==> src/rtl/riscv_pkg.sv <==
// Shared RV32I decode types: instruction formats, opcodes and the ID/EX register layout.
// ID_ILLEGAL_TRAP_EN adds an illegal-instruction flag to the ID/EX register.
package riscv_pkg;

   localparam int unsigned Xlen  = 32;
   localparam int unsigned RegAw = 5;

   localparam logic [6:0] OpcodeOp     = 7'b0110011;
   localparam logic [6:0] OpcodeOpImm  = 7'b0010011;
   localparam logic [6:0] OpcodeLoad   = 7'b0000011;
   localparam logic [6:0] OpcodeJalr   = 7'b1100111;
   localparam logic [6:0] OpcodeStore  = 7'b0100011;
   localparam logic [6:0] OpcodeBranch = 7'b1100011;
   localparam logic [6:0] OpcodeLui    = 7'b0110111;
   localparam logic [6:0] OpcodeAuipc  = 7'b0010111;
   localparam logic [6:0] OpcodeJal    = 7'b1101111;

   typedef enum logic [2:0] {
      TYPE_R,
      TYPE_I,
      TYPE_S,
      TYPE_B,
      TYPE_U,
      TYPE_J,
      TYPE_ILLEGAL
   } inst_type_e;

   typedef struct packed {
      logic            valid;
      logic [Xlen-1:0] pc;
      logic [Xlen-1:0] rs1_data;
      logic [Xlen-1:0] rs2_data;
      logic [Xlen-1:0] imm;
      logic [RegAw-1:0] rd_addr;
      logic            rd_valid;
      inst_type_e      op_type;
      logic [2:0]      funct3;
      logic            funct7b5;
      logic            mem_read;
`ifdef ID_ILLEGAL_TRAP_EN
      logic            illegal;
`endif
   } id_ex_t;

   function automatic inst_type_e decode_type(input logic [6:0] opcode);
      inst_type_e t;
      case (opcode)
         OpcodeOp:                             t = TYPE_R;
         OpcodeOpImm, OpcodeLoad, OpcodeJalr:  t = TYPE_I;
         OpcodeStore:                          t = TYPE_S;
         OpcodeBranch:                         t = TYPE_B;
         OpcodeLui, OpcodeAuipc:               t = TYPE_U;
         OpcodeJal:                            t = TYPE_J;
         default:                              t = TYPE_ILLEGAL;
      endcase
      return t;
   endfunction

endpackage

==> src/rtl/imm_gen.sv <==
// Combinational RV32I immediate generator: sign-extends the immediate of the given format.
// R-type and illegal encodings produce zero.
module imm_gen
   import riscv_pkg::*;
#(
   parameter int unsigned DataWidth = 32
) (
   input  logic [31:7]          i_instr,
   input  inst_type_e           i_type,
   output logic [DataWidth-1:0] o_imm
);

   always_comb begin
      o_imm = '0;
      case (i_type)
         TYPE_I: o_imm = {{(DataWidth-11){i_instr[31]}}, i_instr[30:20]};
         TYPE_S: o_imm = {{(DataWidth-11){i_instr[31]}}, i_instr[30:25], i_instr[11:7]};
         TYPE_B: o_imm = {{(DataWidth-12){i_instr[31]}}, i_instr[7], i_instr[30:25],
                          i_instr[11:8], 1'b0};
         TYPE_U: o_imm = {{(DataWidth-31){i_instr[31]}}, i_instr[30:12], 12'b0};
         TYPE_J: o_imm = {{(DataWidth-20){i_instr[31]}}, i_instr[19:12], i_instr[20],
                          i_instr[30:21], 1'b0};
         default: o_imm = '0;
      endcase
   end

endmodule

==> src/rtl/id_stage.sv <==
// RV32I decode stage: decodes IF/ID, drives register-file reads and fills the ID/EX register.
// Define ID_ILLEGAL_TRAP_EN to flag illegal opcodes on ex_illegal_o instead of issuing a NOP.
module id_stage
   import riscv_pkg::*;
#(
   parameter  int unsigned DataWidth  = 32,
   parameter  int unsigned NumEntries = 31,
   localparam int unsigned RegAddrW   = $clog2(NumEntries)
) (
   input  logic                 clk_i,
   input  logic                 reset_ni,
   input  logic                 if_valid_i,
   output logic                 if_ready_o,
   input  logic [31:0]          if_instr_i,
   input  logic [DataWidth-1:0] if_pc_i,
   input  logic                 flush_i,
   output logic                 rs1_valid_o,
   output logic                 rs2_valid_o,
   output logic [RegAddrW-1:0]  rs1_addr_o,
   output logic [RegAddrW-1:0]  rs2_addr_o,
   input  logic [DataWidth-1:0] rs1_data_i,
   input  logic [DataWidth-1:0] rs2_data_i,
   output logic                 ex_valid_o,
   input  logic                 ex_ready_i,
   output logic [DataWidth-1:0] ex_pc_o,
   output logic [DataWidth-1:0] ex_rs1_data_o,
   output logic [DataWidth-1:0] ex_rs2_data_o,
   output logic [DataWidth-1:0] ex_imm_o,
   output logic [RegAddrW-1:0]  ex_rd_addr_o,
   output logic                 ex_rd_valid_o,
   output inst_type_e           ex_op_type_o,
   output logic [2:0]           ex_funct3_o,
   output logic                 ex_funct7b5_o,
`ifdef ID_ILLEGAL_TRAP_EN
   output logic                 ex_illegal_o,
`endif
   output logic                 ex_mem_read_o
);

   logic [6:0]           w_opcode;
   logic [4:0]           w_rs1;
   logic [4:0]           w_rs2;
   logic [4:0]           w_rd;
   inst_type_e           w_type;
   logic                 w_use_rs1;
   logic                 w_use_rs2;
   logic                 w_use_rd;
   logic                 w_rs1_valid;
   logic                 w_rs2_valid;
   logic                 w_rd_valid;
   logic                 w_mem_read;
   logic [DataWidth-1:0] w_imm;
   logic                 w_advance;
   logic                 w_hazard;
   id_ex_t               w_dec;
   id_ex_t               w_bubble;
   id_ex_t               w_next;
   id_ex_t               r_id_ex;

   assign w_opcode = if_instr_i[6:0];
   assign w_rs1    = if_instr_i[19:15];
   assign w_rs2    = if_instr_i[24:20];
   assign w_rd     = if_instr_i[11:7];
   assign w_type   = decode_type(w_opcode);

   always_comb begin
      w_use_rs1 = 1'b0;
      w_use_rs2 = 1'b0;
      w_use_rd  = 1'b0;
      case (w_type)
         TYPE_R: begin
            w_use_rs1 = 1'b1;
            w_use_rs2 = 1'b1;
            w_use_rd  = 1'b1;
         end
         TYPE_I: begin
            w_use_rs1 = 1'b1;
            w_use_rd  = 1'b1;
         end
         TYPE_S, TYPE_B: begin
            w_use_rs1 = 1'b1;
            w_use_rs2 = 1'b1;
         end
         TYPE_U, TYPE_J: w_use_rd = 1'b1;
         default: ;
      endcase
   end

   // x0 is never read or written: its valids drop and the operand is forced to zero below
   assign w_rs1_valid = if_valid_i & w_use_rs1 & (w_rs1 != 5'd0);
   assign w_rs2_valid = if_valid_i & w_use_rs2 & (w_rs2 != 5'd0);
   assign w_rd_valid  = if_valid_i & w_use_rd & (w_rd != 5'd0);
   assign w_mem_read  = if_valid_i & (w_opcode == OpcodeLoad);

   assign rs1_valid_o = w_rs1_valid;
   assign rs2_valid_o = w_rs2_valid;
   assign rs1_addr_o  = RegAddrW'(w_rs1);
   assign rs2_addr_o  = RegAddrW'(w_rs2);

   imm_gen #(
      .DataWidth (DataWidth)
   ) u_imm_gen (
      .i_instr (if_instr_i[31:7]),
      .i_type  (w_type),
      .o_imm   (w_imm)
   );

   assign w_advance = ~r_id_ex.valid | ex_ready_i;
   assign w_hazard  = r_id_ex.valid & r_id_ex.mem_read & r_id_ex.rd_valid &
                      ((w_rs1_valid & (w_rs1 == r_id_ex.rd_addr)) |
                       (w_rs2_valid & (w_rs2 == r_id_ex.rd_addr)));

   assign if_ready_o = flush_i | (w_advance & ~w_hazard);

   always_comb begin
      w_dec          = '0;
      w_dec.valid    = 1'b1;
      w_dec.pc       = if_pc_i;
      w_dec.rs1_data = w_rs1_valid ? rs1_data_i : '0;
      w_dec.rs2_data = w_rs2_valid ? rs2_data_i : '0;
      w_dec.imm      = w_imm;
      w_dec.rd_addr  = w_rd;
      w_dec.rd_valid = w_rd_valid;
      w_dec.op_type  = w_type;
      w_dec.funct3   = if_instr_i[14:12];
      w_dec.funct7b5 = if_instr_i[30];
      w_dec.mem_read = w_mem_read;
`ifdef ID_ILLEGAL_TRAP_EN
      w_dec.illegal  = (w_type == TYPE_ILLEGAL);
`endif
   end

   // Bubbles keep the stale data fields; only the qualifying bits are cleared
   always_comb begin
      w_bubble          = r_id_ex;
      w_bubble.valid    = 1'b0;
      w_bubble.rd_valid = 1'b0;
      w_bubble.mem_read = 1'b0;
`ifdef ID_ILLEGAL_TRAP_EN
      w_bubble.illegal  = 1'b0;
`endif
      if (flush_i) begin
         w_next = w_bubble;
      end else if (!w_advance) begin
         w_next = r_id_ex;
      end else if (w_hazard) begin
         w_next = w_bubble;
      end else if (if_valid_i) begin
         w_next = w_dec;
      end else begin
         w_next = w_bubble;
      end
   end

   always_ff @(posedge clk_i or negedge reset_ni) begin
      if (!reset_ni) begin
         r_id_ex <= '0;
      end else begin
         r_id_ex <= w_next;
      end
   end

   assign ex_valid_o    = r_id_ex.valid;
   assign ex_pc_o       = r_id_ex.pc;
   assign ex_rs1_data_o = r_id_ex.rs1_data;
   assign ex_rs2_data_o = r_id_ex.rs2_data;
   assign ex_imm_o      = r_id_ex.imm;
   assign ex_rd_addr_o  = r_id_ex.rd_addr;
   assign ex_rd_valid_o = r_id_ex.rd_valid;
   assign ex_op_type_o  = r_id_ex.op_type;
   assign ex_funct3_o   = r_id_ex.funct3;
   assign ex_funct7b5_o = r_id_ex.funct7b5;
   assign ex_mem_read_o = r_id_ex.mem_read;
`ifdef ID_ILLEGAL_TRAP_EN
   assign ex_illegal_o  = r_id_ex.illegal;
`endif

endmodule

==> config.mk <==
export PLATFORM = sky130hd
export DESIGN_NAME = id_stage
export DESIGN_NICKNAME = d
export VERILOG_FILES = /design/src/rtl/riscv_pkg.sv /design/src/rtl/imm_gen.sv /design/src/rtl/id_stage.sv
export SDC_FILE = /design/constraint.sdc
export NUM_CORES = 1
export LEC_CHECK = 0
export ABC_AREA = 1
export CAP_MARGIN = 30
export CORE_ASPECT_RATIO = 0.6
export CORE_UTILIZATION = 45
export DETAILED_ROUTE_END_ITERATION = 10
export GPL_ROUTABILITY_DRIVEN = 0
export HOLD_SLACK_MARGIN = 0.08
export PLACE_DENSITY = 0.92
export REMOVE_ABC_BUFFERS = 1
export SYNTH_ARGS = -nofsm -noshare
export SYNTH_HDL_FRONTEND = slang
export SYNTH_SLANG_ARGS = --single-unit
==> constraint.sdc <==
create_clock -name clk_i -period 5.6 [get_ports clk_i]
set_input_delay 0.84 -clock clk_i [delete_from_list [all_inputs] [get_ports clk_i]]
set_output_delay 0.84 -clock clk_i [all_outputs]
set_load 0.01 [all_outputs]
==> flow_metrics.py, run 1 <==
metrics = {
    "global_routing": {
        "use_met2_pct": 41.5,
        "grt_busiest_layer": "met2",
        "use_met3_pct": 9.87,
        "antenna_found_initial": 0,
        "grt-ovfl-total": 0,
        "grt_pass1_wl_um": 28700,
        "grt_usage_pct": 25.2,
        "met1_usage_pct": 31.4,
        "grt_max_degree": 112,
        "grt_pass1_vias": 5750,
    },
    "sta": {
        "fin_tns_setup_ns": 0,
        "fmax_ghz": 0.231,
        "setup_viol": 0,
        "timing.hold.ws_ns": 0.482,
        "slew_violations": 0,
        "fin_ws_ns": 1.27,
        "rsz0062_at_grt": "false",
        "worst_pin_slew_ns": 0.899,
        "fin_crit_sh_pct": 77.3,
        "fin_skew_ns": 0.00916,
        "layout_min_cycle_time_ns": 4.33,
        "hold_viol_final": 0,
        "max-slew-margin-rel_pct": 40.1,
    },
    "status": {
        "status": "finished, final reports clean",
    },
    "layout": {
        "drive_gt1_share_pct": 4.73,
        "diodes": 0,
        "syn_to_final_growth_pct": 53.0,
        "final_core_util_pct": 71.7,
        "layout_common_cells": "287 x clkdlybuf4s50_1, 263 x nand2_1, 145 x o21ai_0",
        "mostFrequentLayoutCell": "clkdlybuf4s50_1",
        "stdcell_count": 1249,
        "stdcell_area_mm2": 0.00991,
        "nNetsFinal": 1178,
    },
    "routing": {
        "ant_nets": 0,
        "first_pass_iters": 5,
        "wire_per_inst_um": 15.0,
        "vias": 6046,
        "vias_per_cell": 4.84,
        "postRouteWirelength_um": 18800,
        "route.detailed.drc": 0,
        "first_iter_violations": 349,
    },
    "clock_network": {
        "cts_max_level": 4,
        "clk_latency_ns": 0.40,
        "post_cts_buffers": 0,
        "cts_buffers": 17,
        "cts_tree": "built",
        "cts-resized-gates": 0,
        "root_buffer": "clkbuf_16",
        "path_clk_slew_ns": 0.06,
        "cts.sinks": 143,
        "cts_buffer_depth": 2,
        "ctsHoldBuffers": 0,
    },
    "logic_synthesis": {
        "synth_seq_cells": 143,
        "syn_avg_cell_area_um2": 8.27,
        "netlist_area_mm2": 0.00648,
        "yosysWarnings": 0,
        "yosysSeqAreaShare_pct": 55.2,
        "synth_cells": 784,
        "synth_cell_types": 28,
    },
    "die": {
        "rows": 33,
        "num_io_pins": 289,
        "initial_core_util_pct": 46.8,
        "die_h_um": 95.0,
        "dieArea_mm2": 0.0149,
        "core_area_mm2": 0.0138,
        "die_x_um": 157,
    },
    "worst_hold_path": {
        "holdPathStages": 2,
        "hold_path.class": "flop to flop",
    },
    "worst_setup_path": {
        "ff2ff_path_depth": 10,
        "startpoint_type": "primary input",
        "cp-end-kind": "output port",
        "crit_fanout": 9,
        "crit_type": "primary input to output port",
        "cp.arrival_ns": 3.49,
        "cp.required_ns": 4.76,
    },
    "flow_run": {
        "drv_cap": 0,
    },
    "place": {
        "dp.cells": 1217,
        "portBuffers": 288,
        "dp_slack_ns": 1.28,
        "post_dp_cell_area_mm2": 0.00936,
        "dpl.hpwl_um": 13700,
    },
    "pwr": {
        "powerDensity_mw_per_mm2": 263,
        "p_total_mw": 2.61,
        "cellLeakagePower_nw": 4.37,
        "vdd_drop_max_uv": 182,
    },
}
[path summary, 6_finish.rpt]
| check | start | to | slack, ns |
|---|---|---|---|
| setup / recovery | if_instr_i[2] | if_ready_o | 1.27 |
| setup reg to reg | ex_rd_addr_o[0] | ex_pc_o[25] | 3.08 |
| min in group asynchronous | reset_ni | ex_rs1_data_o[0] | 0.53 |
| hold reg to reg | ex_imm_o[18] | ex_imm_o[18] | 0.48 |
| max in group asynchronous | reset_ni | ex_pc_o[30] | 3.96 |
| hold / removal | ex_imm_o[18] | ex_imm_o[18] | 0.48 |
[per-layer routing]
metal,wire length [µm],up-vias
li1,-,2989
met1,8100,2826
met2,8870,218
met3,1650,13
met4,179,0
met5,0,-
[area by class of cell]
class | instances | area, µm²
fillers | 1080 | 3920
flip-flops and latches | 143 | 3580
repair buffers | 293 | 2950
multi-input cells | 514 | 2310
clock buffers | 20 | 457
inverters | 75 | 282
well taps | 192 | 240
clock inverters | 12 | 98.8
[state kept, by name, summed over array words and instances (netlist names)]
name           flops
ex_mem_read_o      1
ex_valid_o         1
ex_rd_addr_o       5
ex_rd_valid_o      1
ex_rs2_data_o     32
ex_op_type_o       3
ex_funct7b5_o      1
ex_pc_o           32
ex_rs1_data_o     32
ex_funct3_o        3
ex_imm_o          32
[critical path, cell delays in order]
cell and delay (ns):
clkdlybuf4s50_1 0.53, inv_1 0.08, nor2_1 0.11, nand2_1 0.07, o21ai_0 0.19, inv_1 0.13, ha_1 0.19, inv_1 0.06
nor2_1 0.06, nand3_2 0.12, nand3_2 0.17, nand4_1 0.13, nand2_1 0.07, nand2_2 0.10, nand2_1 0.06, nand2_1 0.05
clkdlybuf4s50_1 0.53
[synth_stat cells (all sizes together)]
library cell  instances  share of area, %
nand2               267                16
o21ai               164                13
dfrtp               143                55
inv                  75               4.3
nor2                 38               2.4
buf                  31               3.7
nand3                23               2.0
clkbuf               21               1.2
xnor2                 7              0.95
nor3                  4              0.31
nand4                 2              0.19
xor2                  2              0.27
a21oi                 1             0.077
a311oi                1              0.14
and3                  1             0.097
ha                    1              0.19
nor3b                 1              0.19
o211ai                1              0.12
or2                   1             0.097
[power breakdown]
group	internal, mW	switching, mW
registers	1.09	0.0384
logic	0.231	0.189
clock network	0.601	0.456
[kinds of logic after synthesis]
logic type | after synthesis | synth area share, %
buf+inv | 127 | 9.31
flops | 143 | 55.2
compound gates | 167 | 13.1
fa+ha+maj | 1 | 0.193
simple gates | 337 | 21.0
xor+xnor | 9 | 1.22
Power figures use the tool's default switching activity.
==> run 2, diff against run 1 <==
CORE_UTILIZATION = 42   (was 45)
PLACE_DENSITY = 0.87   (was 0.92)
clock period = 4.5 ns   (was 5.6 ns; I/O delays follow)
==> run 2 against run 1 <==
Total power is 29% higher. Clock-buffer cell count is 1 lower. Routed wire length is 0.77% lower. Die area is 7.0% higher. Core utilization is 4.1 points lower. Setup slack worse by 0.74 ns. Critical endpoint unchanged.
==> flow_metrics.py, run 2 (synthesis results as in run 1) <==
metrics = {
    "routing": {
        "vias": 6087,
        "postRouteWirelength_um": 18600,
        "first_iter_violations": 533,
        "route.detailed.drc": 0,
        "wire_per_inst_um": 14.8,
        "ant_nets": 0,
        "first_pass_iters": 5,
        "vias_per_cell": 4.85,
    },
    "sta": {
        "fin_crit_sh_pct": 88.2,
        "max-slew-margin-rel_pct": 47.1,
        "slew_violations": 0,
        "hold_viol_final": 0,
        "fin_skew_ns": 0.0106,
        "fmax_ghz": 0.252,
        "timing.hold.ws_ns": 0.305,
        "layout_min_cycle_time_ns": 3.97,
        "worst_pin_slew_ns": 0.793,
        "rsz0062_at_grt": "false",
        "setup_viol": 0,
    },
    "pwr": {
        "vdd_drop_max_uv": 178,
        "powerDensity_mw_per_mm2": 336,
        "cellLeakagePower_nw": 4.40,
    },
    "worst_setup_path": {
        "cp.required_ns": 3.83,
        "crit_type": "primary input to output port",
        "cp-end-kind": "output port",
        "crit_fanout": 8,
        "cp.arrival_ns": 3.29,
        "critPathMaxStageDelay_ns": 0.53,
        "crit_chain": "clkdlybuf4s50_1, inv_1, nand3_1, inv_1, nand2_1, o21ai_0, inv_1, ha_1, inv_1, nor2_1, nand3_2, nand2_4, nor2_4, nand4_1, nand2_1, nand2_2, nand2_1, nand2_1, clkdlybuf4s50_1",
        "worst_path_max_delay_cell": "clkdlybuf4s50_1",
        "startpoint_type": "primary input",
    },
    "die": {
        "dieArea_mm2": 0.0159,
        "rows": 34,
        "num_io_pins": 289,
        "core_area_mm2": 0.0148,
        "die_x_um": 162,
        "die_h_um": 98.2,
        "initial_core_util_pct": 43.9,
    },
    "status": {
        "status": "finished, final reports clean",
    },
    "layout": {
        "diodes": 0,
        "nNetsFinal": 1179,
        "syn_to_final_growth_pct": 53.9,
        "stdcell_area_mm2": 0.00997,
        "fill_cells": 1154,
        "layout_common_cells": "287 x clkdlybuf4s50_1, 263 x nand2_1, 145 x o21ai_0",
        "mostFrequentLayoutCell": "clkdlybuf4s50_1",
        "drive_gt1_share_pct": 4.82,
    },
    "clock_network": {
        "cts.sinks": 143,
        "cts_buffers": 17,
        "cts_max_level": 4,
        "ctsHoldBuffers": 0,
        "post_cts_buffers": 0,
        "path_clk_slew_ns": 0.07,
        "cts_tree": "built",
        "clk_latency_ns": 0.41,
        "cts_buffer_depth": 2,
        "root_buffer": "clkbuf_16",
        "cts-resized-gates": 0,
    },
    "worst_hold_path": {
        "hold_path.class": "primary input to asynchronous set/reset pin",
    },
    "global_routing": {
        "grt_max_degree": 185,
        "grt_pass1_wl_um": 29600,
        "grt-ovfl-total": 0,
        "antenna_found_initial": 0,
        "grt_pass1_vias": 5813,
        "grt_usage_pct": 23.8,
    },
    "flow_run": {
        "drv_cap": 0,
    },
    "place": {
        "dpl.hpwl_um": 13500,
        "portBuffers": 288,
        "post_dp_cell_area_mm2": 0.00937,
    },
}
## run 2: cell count changes in the layout (fill, tap and decap cells not counted)
cell	before	now
bufinv_16	0	2
inv_8	0	1
clkinvlp_4	5	4
inv_6	7	5
buf_4	3	4
clkbuf_8	2	1
clkinv_4	0	1
## run 2: area by class of cell
| class | count | area (µm²) | area share (%) |
|---|---|---|---|
| clock buffer | 19 | 443 | 4.44 |
| clock inverter | 13 | 154 | 1.54 |
| inverter | 75 | 282 | 2.82 |
| multi-input combinational | 514 | 2310 | 23.2 |
| sequential | 143 | 3580 | 35.9 |
| tap | 198 | 248 | 2.48 |
| timing repair buffer | 294 | 2950 | 29.6 |
## run 2: report_power, final
part           total [mW]  internal, mW  switching, mW
registers            1.41          1.36         0.0485
logic               0.521         0.287          0.234
clock network        1.43         0.845          0.581
## run 2: critical path, delay by kind of cell
family | cells | cell delay, ns
and+or+nand+nor | 11 | 1.01
adders and majority gates | 1 | 0.17
AOI/OAI and AO/OA | 1 | 0.07
buffers and inverters | 6 | 1.36
## run 2: worst paths after layout
kind / startpoint / to / slack [ns] / cells after the start
hold reg to reg: ex_rs1_data_o[7] / ex_rs1_data_o[7] / 0.48 / 2
min in group clk_i: ex_rs1_data_o[7] / ex_rs1_data_o[7] / 0.48 / 2
setup / recovery: if_instr_i[4] / if_ready_o / 0.53 / 19
setup reg to reg: ex_rd_addr_o[1] / ex_rs2_data_o[3] / 2.30 / 9
max in group asynchronous: reset_ni / ex_pc_o[8] / 3.22 / 2
hold / removal: reset_ni / ex_rs2_data_o[27] / 0.30 / 1
## run 2: metal layers
layer | routed length, µm | global-route usage [%] | vias to the layer above
met3 | 1960 | 9.30 | 19
met2 | 8620 | 37.7 | 234
met5 | 0 | 0 | -
met4 | 181 | 6.31 | 0
met1 | 7890 | 30.4 | 2846
li1 | - | - | 2988
## run 2: metrics by stage
step	setup TNS (ns)	cells	setup WS [ns]	total power, mW	utilization, %
2_1_floorplan	-101.58	732	-0.733	1.59	-
3_3_place_gp	0	1224	0.647	1.94	63.5
3_5_place_dp	0	1224	0.556	1.95	63.5
4_1_cts	0	1256	0.544	3.40	67.5
5_1_grt	0	1256	0.305	3.50	67.5
6_report	0	1256	0.533	3.35	67.5
==> run 3, diff against run 2 <==
ABC_AREA = default   (was 1)
PLACE_DENSITY = 0.88   (was 0.87)
SYNTH_HIERARCHICAL = 1   (was default)
==> run 3 against run 2 <==
Global-route usage decreased by 0.27 points. Critical endpoint unchanged. Critical path type unchanged. Clock-buffer cell count decreased by 2. Final area decreased by 0.13%. Setup slack improved by 0.20 ns. Largest cell class unchanged.
==> flow_metrics.py, run 3 <==
metrics = {
    "status": {
        "status": "finished, final reports clean",
    },
    "logic_synthesis": {
        "synth.area.top_cells": "dfrtp_1 56%, mux2_2 8.6%, mux2_4 6.3%",
        "netlist_top_cells_count": "143 x dfrtp_1, 51 x nand2_1, 49 x mux2_2",
        "yosys.area.top_type": "dfrtp_1",
        "synth-compound-area-share_pct": 9.30,
        "netlist_area_mm2": 0.00640,
        "yosysSeqAreaShare_pct": 55.9,
        "synthAdderAreaFrac_pct": 0,
        "synth-main-ff-cell": "dfrtp_1",
        "synth_cells": 500,
        "yosysWarnings": 6,
        "synth_cell_types": 49,
        "synthMostInstantiatedCell": "dfrtp_1",
        "synth_seq_cells": 143,
        "syn_avg_cell_area_um2": 12.8,
        "netlist.area_leader.share_pct": 55.9,
        "yosys.area_share.simple_pct": 7.70,
        "synth-xor-area-share_pct": 1.37,
        "synth-edff-count": 0,
        "async_reset_ff_share_pct": 100,
        "yosys-mux-area-fraction_pct": 20.0,
        "synth_top_family_by_area": "multiplexers",
    },
    "global_routing": {
        "grt_max_degree": 112,
        "grt-ovfl-total": 0,
        "grt_pass1_wl_um": 29000,
        "grt_usage_pct": 23.5,
        "grt_pass1_vias": 5436,
        "antenna_found_initial": 0,
    },
    "place": {
        "portBuffers": 288,
        "dpl.hpwl_um": 13100,
        "dp.cells": 955,
        "dp_slack_ns": 0.790,
    },
    "sta": {
        "hold_viol_final": 0,
        "fin_ws_ns": 0.730,
        "fin_crit_sh_pct": 83.8,
        "timing.hold.ws_ns": 0.106,
        "layout_min_cycle_time_ns": 3.77,
        "max-slew-margin-rel_pct": 40.5,
        "rsz0062_at_grt": "false",
        "fmax_ghz": 0.265,
        "fin_skew_ns": 0.0146,
        "worst_pin_slew_ns": 0.891,
        "slew_violations": 0,
        "setup_viol": 0,
    },
    "die": {
        "core_area_mm2": 0.0147,
        "dieArea_mm2": 0.0158,
        "die_x_um": 161,
        "die_h_um": 97.6,
        "rows": 34,
        "initial_core_util_pct": 43.6,
        "num_io_pins": 289,
    },
    "layout": {
        "nNetsFinal": 910,
        "diodes": 0,
        "fill_cells": 1033,
        "syn_to_final_growth_pct": 55.5,
        "stdcell_count": 987,
        "drive_gt1_share_pct": 16.2,
        "mostFrequentLayoutCell": "clkdlybuf4s50_1",
        "layout_common_cells": "287 x clkdlybuf4s50_1, 143 x dfrtp_1, 51 x nand2_1",
    },
    "routing": {
        "vias": 5029,
        "wire_per_inst_um": 18.4,
        "first_pass_iters": 4,
        "first_iter_violations": 290,
        "route.detailed.drc": 0,
        "postRouteWirelength_um": 18200,
        "ant_nets": 0,
        "vias_per_cell": 5.10,
    },
    "worst_setup_path": {
        "cp.arrival_ns": 3.10,
        "critPathMostFrequentCell": "clkdlybuf4s50_1",
        "worst_path_max_delay_cell": "nor4_4",
        "crit_fanout": 10,
        "crit_chain": "clkdlybuf4s50_1, nand3b_1, o21bai_2, nor4_4, a21oi_1, a21o_1, clkdlybuf4s50_1",
        "cp-end-kind": "output port",
        "startpoint_type": "primary input",
        "critPathMaxStageDelay_ns": 0.56,
        "crit_type": "primary input to output port",
        "cp.required_ns": 3.83,
    },
    "clock_network": {
        "cts.sinks": 143,
        "clk_latency_ns": 0.41,
        "cts_tree": "built",
        "post_cts_buffers": 0,
        "root_buffer": "clkbuf_16",
        "ctsHoldBuffers": 0,
        "cts-resized-gates": 0,
        "cts_buffer_depth": 2,
        "cts_max_level": 4,
        "path_clk_slew_ns": 0.07,
        "cts_buffers": 17,
    },
    "pwr": {
        "cellLeakagePower_nw": 4.27,
        "powerDensity_mw_per_mm2": 341,
        "vdd_drop_max_uv": 209,
    },
    "worst_hold_path": {
        "hold_path.class": "primary input to asynchronous set/reset pin",
    },
    "flow_run": {
        "drv_cap": 0,
    },
}
-- run 3: cell count changes after synthesis, sizes merged, moves of 16 or more --
cell	previous run	this run
nand2	267	51
o21ai	164	15
nand3	23	1
nor2	38	10
a22o	0	36
clkbuf	21	5
mux2i	0	32
inv	75	33
mux2	0	76
-- run 3: final cells by class --
class | count | area [µm²] | area share [%]
multi-input combinational | 287 | 2460 | 24.7
clock buffer | 17 | 425 | 4.27
sequential | 143 | 3580 | 35.9
timing repair buffer | 295 | 2970 | 29.8
tap | 198 | 248 | 2.49
clock inverter | 14 | 158 | 1.58
inverter | 33 | 124 | 1.24
-- run 3: power breakdown --
part	internal [mW]	leakage [nW]	switching, mW
combinational	0.358	2.10	0.223
sequential	1.37	1.89	0.0588
clock	0.824	0.282	0.566
total	2.55	4.27	0.848
-- run 3: cells by family after synthesis --
group | after synthesis
xor gates and xnor gates | 10
AOI/OAI and AO/OA | 76
DFF | 143
and+or+nand+nor | 93
buffers and inverters | 70
muxes | 108
-- run 3: worst paths after layout --
| kind | startpoint | depth (start not counted) | end | slack, ns |
|---|---|---|---|---|
| setup / recovery | if_instr_i[3] | 7 | if_ready_o | 0.73 |
| hold reg to reg | ex_pc_o[28] | 1 | ex_pc_o[28] | 0.50 |
| min in group clk_i | ex_pc_o[28] | 1 | ex_pc_o[28] | 0.50 |
| hold / removal | reset_ni | 1 | ex_imm_o[22] | 0.11 |
| setup reg to reg | ex_valid_o | 5 | ex_pc_o[6] | 2.00 |
| max in group asynchronous | reset_ni | 2 | ex_pc_o[21] | 3.68 |
-- run 3: metrics by stage --
step	utilization [%]	instance area [µm²]	total power, mW	TNS (ns)
4_1_cts	67.7	9930	3.43	0
5_1_grt	67.9	9960	3.54	0
3_5_place_dp	63.7	9350	2.03	0
3_3_place_gp	63.7	9350	2.01	0
2_1_floorplan	-	6160	1.65	-99.75
6_report	67.9	9960	3.40	0
-- run 3: critical path: cells and delay by family --
| kind | cells | cell delay [ns] |
|---|---|---|
| buf+inv | 2 | 0.94 |
| simple gates | 2 | 0.80 |
| compound gates | 3 | 0.68 |
-- run 3: metal layers --
layer  wire, µm  GRT usage (%)  vias up  share of wire, %
met5          0              0        -                 0
met4        324           6.53        0               1.8
met3       1610           8.19       28               8.9
met2       8630           38.6      226                47
met1       7620           29.5     2498                42
li1           -              -     2277                 -
